**config.mk**
```make
export PLATFORM = sky130hd
export DESIGN_NAME = sat_counter
export DESIGN_NICKNAME = d
export VERILOG_FILES = /design/src/rtl/sat_counter.sv
export SDC_FILE = /design/constraint.sdc
export NUM_CORES = 1
export LEC_CHECK = 0
export BUFFER_PORTS_ARGS = -buffer_cell sky130_fd_sc_hd__buf_2
export CAP_MARGIN = 5
export CORE_AREA = 2 2 39 41
export CTS_CLUSTER_DIAMETER = 150
export DETAILED_ROUTE_END_ITERATION = 6
export DIE_AREA = 0 0 41 43
export GPL_ROUTABILITY_DRIVEN = 0
export GPL_TIMING_DRIVEN = 0
export HOLD_SLACK_MARGIN = 0.08
export MAX_ROUTING_LAYER = met4
export PLACE_DENSITY = 0.5
export SYNTH_ARGS = -nofsm -noshare
export SYNTH_HDL_FRONTEND = slang
export SYNTH_SLANG_ARGS = --single-unit
```
**constraint.sdc**
```tcl
create_clock -name clk -period 1.2 [get_ports clk]
set_input_delay 0.12 -clock clk [delete_from_list [all_inputs] [get_ports clk]]
set_output_delay 0.12 -clock clk [all_outputs]
set_load 0.01 [all_outputs]
```
**src/rtl/sat_counter.sv**
```systemverilog
// Saturating up-counter: increments on inc, holds at all-ones instead of wrapping.
module sat_counter #(
  parameter int W = 8
) (
  input  logic         clk,
  input  logic         reset,
  input  logic         inc,
  output logic [W-1:0] count
);

  always_ff @(posedge clk or negedge reset) begin
    if (!reset) begin
      count <= '0;
    end else if (inc && (count != {W{1'b1}})) begin
      count <= count + W'(1);
    end
  end

endmodule

```
==> results by group, run 1 <==
Logic synthesis
  • Syn Std Cell Area: approximately 410 um2
  • Post-Syn Instances: 34
  • Ranking of synthesized cells by area: dfrtp_1 (49%), a41oi_1 (4.3%), a311oi_2 (3.7%)
  • Syn avg cell area: around 12 um2
  • Net Count, Synth: 38
  • Post-synth cell types: 23
  • Post-synth top area cell: dfrtp_1
  • Synth top area share: 49.1%
  • FF+latch count, synth: 8
  • Sequential-to-total area share from yosys stat: between 40% and 50%
  • Ys Warns: 0

Detailed routing
  • M1 WL: approximately 400 um
  • Final ANT Viol Nets: 0
  • DRC errors left: 0
  • Post-Route WL: 945 um
  • Met2 wire length: 476 um
  • DR vias/cell: 5.55
  • Detailed-route via count: 383
  • First-pass DRT Iterations: 4
  • Top routing layer in use: met4
  • 1st-iter DRT viols: 8
  • Avg WL per Cell: around 14 um
  • Met3 Wirelength: a little over 50 um

Timing
  • Fin worst setup slack: -127 ps
  • Fin. Hold Viols: 0
  • Clock skew: around 3.5 ps
  • Final Max Tran Viols: 0
  • Max_slew headroom: between 80% and 90%
  • Final setup vio count: 5
  • Sum Neg Setup Slack: -214 ps
  • Final period util: 111%
  • RSZ-0062 raised after global routing: true
  • Min Hold Slack: 234 ps
  • Slew @ Worst Pin: between 200 and 250 ps
  • Final min period: 1330 ps
  • Highest Clock Rate: ~0.75 GHz

Global route
  • GRT Residual Overflow: 0
  • Largest net degree at the start of global routing: 9
  • First-pass GRT wire length: approximately 1500 um
  • GRT Total Usage: a little over an eighth
  • Vias in the first global route: 362
  • Antenna violations before repair: 0

Place
  • Detailed placement HPWL: between 600 and 700 um
  • DP Area: ~480 um2
  • Pre-CTS setup slack: -259 ps
  • IO Port Bufs: 10

Die
  • Core ar.: ~1400 um2
  • Die Area: between 1500 and 2000 um2
  • Initial Util: between 20% and 30%
  • Vert. Die Dim: 43 um
  • Die width: between 40 and 50 um
  • Ports: 11
  • Row count: 14

Setup path
  • R2R Path End: count[1]$_DFFE_PN0P_
  • CP arrival: roughly 1500 ps
  • R2R cell count: 4
  • Crit path launch type: flop
  • Reg-to-reg startpoint: count[0]$_DFFE_PN0P_
  • WP data required: around 1300 ps
  • Worst Setup Path Type: reg -> reg
  • Crit-path max FO: 3
  • CP endpoint kind: flop
  • Worst reg-to-reg setup slack: -130 ps

Cells and area
  • Antenna diodes: 0
  • Final instance area: 579 um2
  • Most frequent cells in the layout: buf_2 (10), dfrtp_1 (6), buf_4 (5), clkbuf_4 (3)
  • Max FFs per register: 8
  • Core Util, Final: 41.9%
  • P&R area growth vs syn: 42.0%
  • Largest register by flop count: count
  • Top Registers: count (8)
  • Layout cells sized above 1: a little over half
  • Final net count: 59
  • Commonest non-fill, non-tap cell in the layout: buf_2

CTS
  • Worst-path clk slew: approximately 60 ps
  • Number of H-tree levels: 1
  • Skew-Pair Late Insertion Delay: between 200 and 300 ps
  • Clock sink total: 8
  • TritonCTS clock tree: built
  • Cts bufs inserted: 3
  • Root buffer cell: clkbuf_4
  • Clock Path Buffers: 2

Run status
  • Failing checks: negative setup slack
  • Status: complete, but fails checks

Power
  • Pwr dens: roughly 2400 nW/um2
  • Leak: around 0.00026 uW
  • Peak supply drop: ~0.90 mV

Worst hold path
  • HP Class: in -> async

Flow run
  • Max-cap violations: 0
## cells in the mapped netlist (all sizes together)
cell type and n:
a21boi 1, a21oi 2, a311oi 1, a31oi 2
a41oi 2, and3 1, and4 1, dfrtp 8
ha 1, inv 1, mux2 2, nand2 1
nand3 3, nand4 1, nor2 1, nor3 1
o211ai 1, o21a 1, o21ai 1, xnor2 1
xor2 1
## stage by stage
step                      total power (uW)  std cells
after global placement                1000         60
after detailed placement              1020         60
after CTS                             1410         68
final                                 1410         69
after global routing                  1520         69
after floorplan                        829         34
## layout make-up
| cell class | count | area, um2 |
|---|---|---|
| fill | 143 | 805 |
| multi-input combinational | 25 | 233 |
| sequential | 8 | 203 |
| timing repair buffer | 16 | 97.6 |
| clock buffer | 3 | 22.5 |
| tap | 16 | 20.0 |
| inverter | 1 | 3.75 |
## worst max-delay path, cell delays in order, from the launching register on
cell and delay [ps]:
dfrtp_1 390, ha_4 150, nand4_1 160, o21ai_2 200, mux2_4 310
## where the power goes
part / internal [uW] / switching (uW) / leakage (uW)
clock network: 115 / 96.8 / 0.0000138
registers: 388 / 178 / 0.0000953
logic: 347 / 283 / 0.000147
total: 849 / 558 / 0.000256
## per-layer routing
metal  up-vias  global-route usage, %
li1        174                      -
met1       189                   16.4
met2        16                   19.4
met3         4                   3.14
met4         0                   8.00
met5         -                      -
## worst max-delay path by stage
stage	end	start
floorplan	count[1]$_DFFE_PN0P_	count[0]$_DFFE_PN0P_
global placement	count[1]$_DFFE_PN0P_	count[0]$_DFFE_PN0P_
detailed placement	count[1]$_DFFE_PN0P_	count[0]$_DFFE_PN0P_
CTS	count[1]$_DFFE_PN0P_	count[1]$_DFFE_PN0P_
global route	count[1]$_DFFE_PN0P_	count[0]$_DFFE_PN0P_
finish	count[1]$_DFFE_PN0P_	count[0]$_DFFE_PN0P_
## cells by family (layout without fill, tap and decap cells)
group	Yosys count	count (layout)	share of synthesized area, %
fa+ha+maj	1	1	3.07
xor+xnor	2	2	4.30
simple gates	9	9	15.0
flops	8	8	49.1
mux	2	2	6.44
compound gates	11	11	21.2
buf+inv	1	20	0.919
## what timing repair did
| item | in CTS | in global routing |
|---|---|---|
| hold endpoints to repair | 8 | 0 |
| hold buffers | 1 | 0 |
| buffers inserted | 4 | 1 |
| setup endpoints to repair | 5 | 6 |
| pin swaps | 4 | 5 |
| gates resized for setup | 5 | 1 |
No activity file was read; power rests on OpenSTA's default activity.
==> inputs of run 2 (changes only) <==
Settings changed: PLACE_DENSITY 0.5 to 0.48.
Clock period 1.2 ns to 1.3 ns, I/O delays scaled along.
==> results by group, run 2 (synthesis results as in run 1) <==
Run status
  • Status: complete, but fails checks
  • Failing checks: negative setup slack

Cells and area
  • Antenna diodes: 0
  • Max FFs per register: 8
  • Final net count: between 60 and 70
  • Most frequent cells in the layout: buf_2 (10), dfrtp_1 (8), buf_4 (8), clkbuf_4 (3)
  • Largest register by flop count: count
  • Commonest non-fill, non-tap cell in the layout: buf_2
  • Layout cells sized above 1: 51.8%
  • Core Util, Final: approximately 42%
  • Top Registers: count (8)
  • P&R area growth vs syn: 43.9%

Power
  • Combinational power share: roughly 47%
  • Pwr dens: between 2000 and 2500 nW/um2
  • Power Internal: roughly 810 uW
  • Flop pwr share: about two fifths
  • P_sw: around 520 uW
  • Leak: 0.000272 uW
  • Switch share: approximately two fifths
  • Power share of the clock group: roughly 15%
  • Peak supply drop: about 0.85 mV

Die
  • Die Area: about 1800 um2
  • Die width: a little over 40 um
  • Ports: 11
  • Initial Util: roughly 30%
  • Vert. Die Dim: 43 um
  • Row count: 14
  • Core ar.: between 1000 and 1500 um2

Timing
  • RSZ-0062 raised after global routing: true
  • Highest Clock Rate: between 0.7 and 0.8 GHz
  • Final min period: 1300 ps
  • Slew @ Worst Pin: between 200 and 300 ps
  • Max_slew headroom: 83.0%
  • Fin. Hold Viols: 0
  • Final Max Tran Viols: 0
  • Clock skew: between 3 and 4 ps
  • Fin worst setup slack: -4.18 ps
  • Final setup vio count: 1
  • Final period util: 100%

Setup path
  • Crit-path max FO: 3
  • Crit path launch type: flop
  • Worst Setup Path Type: reg -> reg
  • CP Cell Sequence: ha_4, nand4_1, o21ai_2, mux2_4
  • CP endpoint kind: flop
  • CP peak stage delay: a little under 400 ps
  • CP max-delay cell: dfrtp_1
  • CP arrival: 1460 ps
  • WP data required: 1450 ps

CTS
  • Worst-path clk slew: around 60 ps
  • Number of H-tree levels: 1
  • Skew-Pair Late Insertion Delay: about 270 ps
  • Clock sink total: 8
  • Clock Path Buffers: 2
  • Root buffer cell: clkbuf_4
  • Cts bufs inserted: 3
  • TritonCTS clock tree: built

Global route
  • Largest net degree at the start of global routing: 9
  • GRT Residual Overflow: 0
  • GRT Total Usage: between 10% and 20%
  • First-pass GRT wire length: 1590 um
  • Vias in the first global route: around 370
  • Antenna violations before repair: 0

Detailed routing
  • First-pass DRT Iterations: 4
  • Avg WL per Cell: approximately 14 um
  • Final ANT Viol Nets: 0
  • Post-Route WL: between 900 and 1000 um
  • DRC errors left: 0
  • 1st-iter DRT viols: 4
  • Detailed-route via count: around 390
  • DR vias/cell: ~5.4

Worst hold path
  • HP Class: in -> reg

Flow run
  • Max-cap violations: 0

Place
  • Detailed placement HPWL: 607 um
  • Pre-CTS setup slack: -155 ps
  • IO Port Bufs: 10
==> run 2: final timing paths <==
check | from | end | slack, ps | depth (start not counted)
max in group asynchronous | reset | count[6]$_DFFE_PN0P_ | 900 | 2
max reg2reg | count[0]$_DFFE_PN0P_ | count[1]$_DFFE_PN0P_ | -4 | 4
min in group asynchronous | reset | count[5]$_DFFE_PN0P_ | 230 | 2
min reg2reg | count[4]$_DFFE_PN0P_ | count[4]$_DFFE_PN0P_ | 580 | 1
min | inc | count[2]$_DFFE_PN0P_ | 210 | 3
max | count[0]$_DFFE_PN0P_ | count[1]$_DFFE_PN0P_ | -4 | 4
==> run 2: power groups by stage <==
stage          combinational (uW)  clock [uW]  sequential, uW
3_5_place_dp                  432           0             511
3_3_place_gp                  424           0             501
4_1_cts                       608         196             502
2_1_floorplan                 231           0             536
5_1_grt                       687         223             531
6_report                      623         202             514
==> run 2: stage by stage <==
| stage | hold slack (ps) | instance area, um2 | cells | total power, uW | setup TNS [ps] |
|---|---|---|---|---|---|
| 6_report | 206 | 587 | 72 | 1340 | -4.18 |
| 5_1_grt | 238 | 587 | 72 | 1440 | -87.1 |
| 4_1_cts | 206 | 579 | 71 | 1310 | -21.0 |
| 3_5_place_dp | -15.7 | 480 | 60 | 943 | -170 |
| 3_3_place_gp | -18.8 | 480 | 60 | 925 | -152 |
| 2_1_floorplan | -166 | 410 | 34 | 766 | -129 |
==> run 2: layout make-up <==
cell class	count	area, um2
repair buffers	19	120
fillers	136	797
inverters	1	3.75
clock buffers	3	22.5
well taps	16	20.0
flip-flops and latches	8	200
multi-input cells	25	220
==> run 2: repair_timing <==
item / 4_1_cts / 5_1_grt
hold buffers: 1 / 0
hold endpoints to repair: 8 / 0
resized for setup: 2 / 1
buffers inserted: 7 / 1
pin swaps: 2 / 3
setup endpoints to repair: 2 / 6
==> run 2: layer usage <==
metal / GRT usage [%] / vias to the layer above / routed length (um)
li1: - / 179 / -
met3: 1.57 / 3 / 83
met2: 19.1 / 17 / 485
met1: 17.5 / 187 / 408
met4: 11.3 / 0 / 21
met5: - / - / 0
==> run 2: critical path, delay by kind of cell, from the launching register on <==
| family | cells | cell delay (ps) |
|---|---|---|
| simple gates | 1 | 140 |
| flops | 1 | 390 |
| fa+ha+maj | 1 | 160 |
| compound gates | 1 | 190 |
| mux | 1 | 310 |
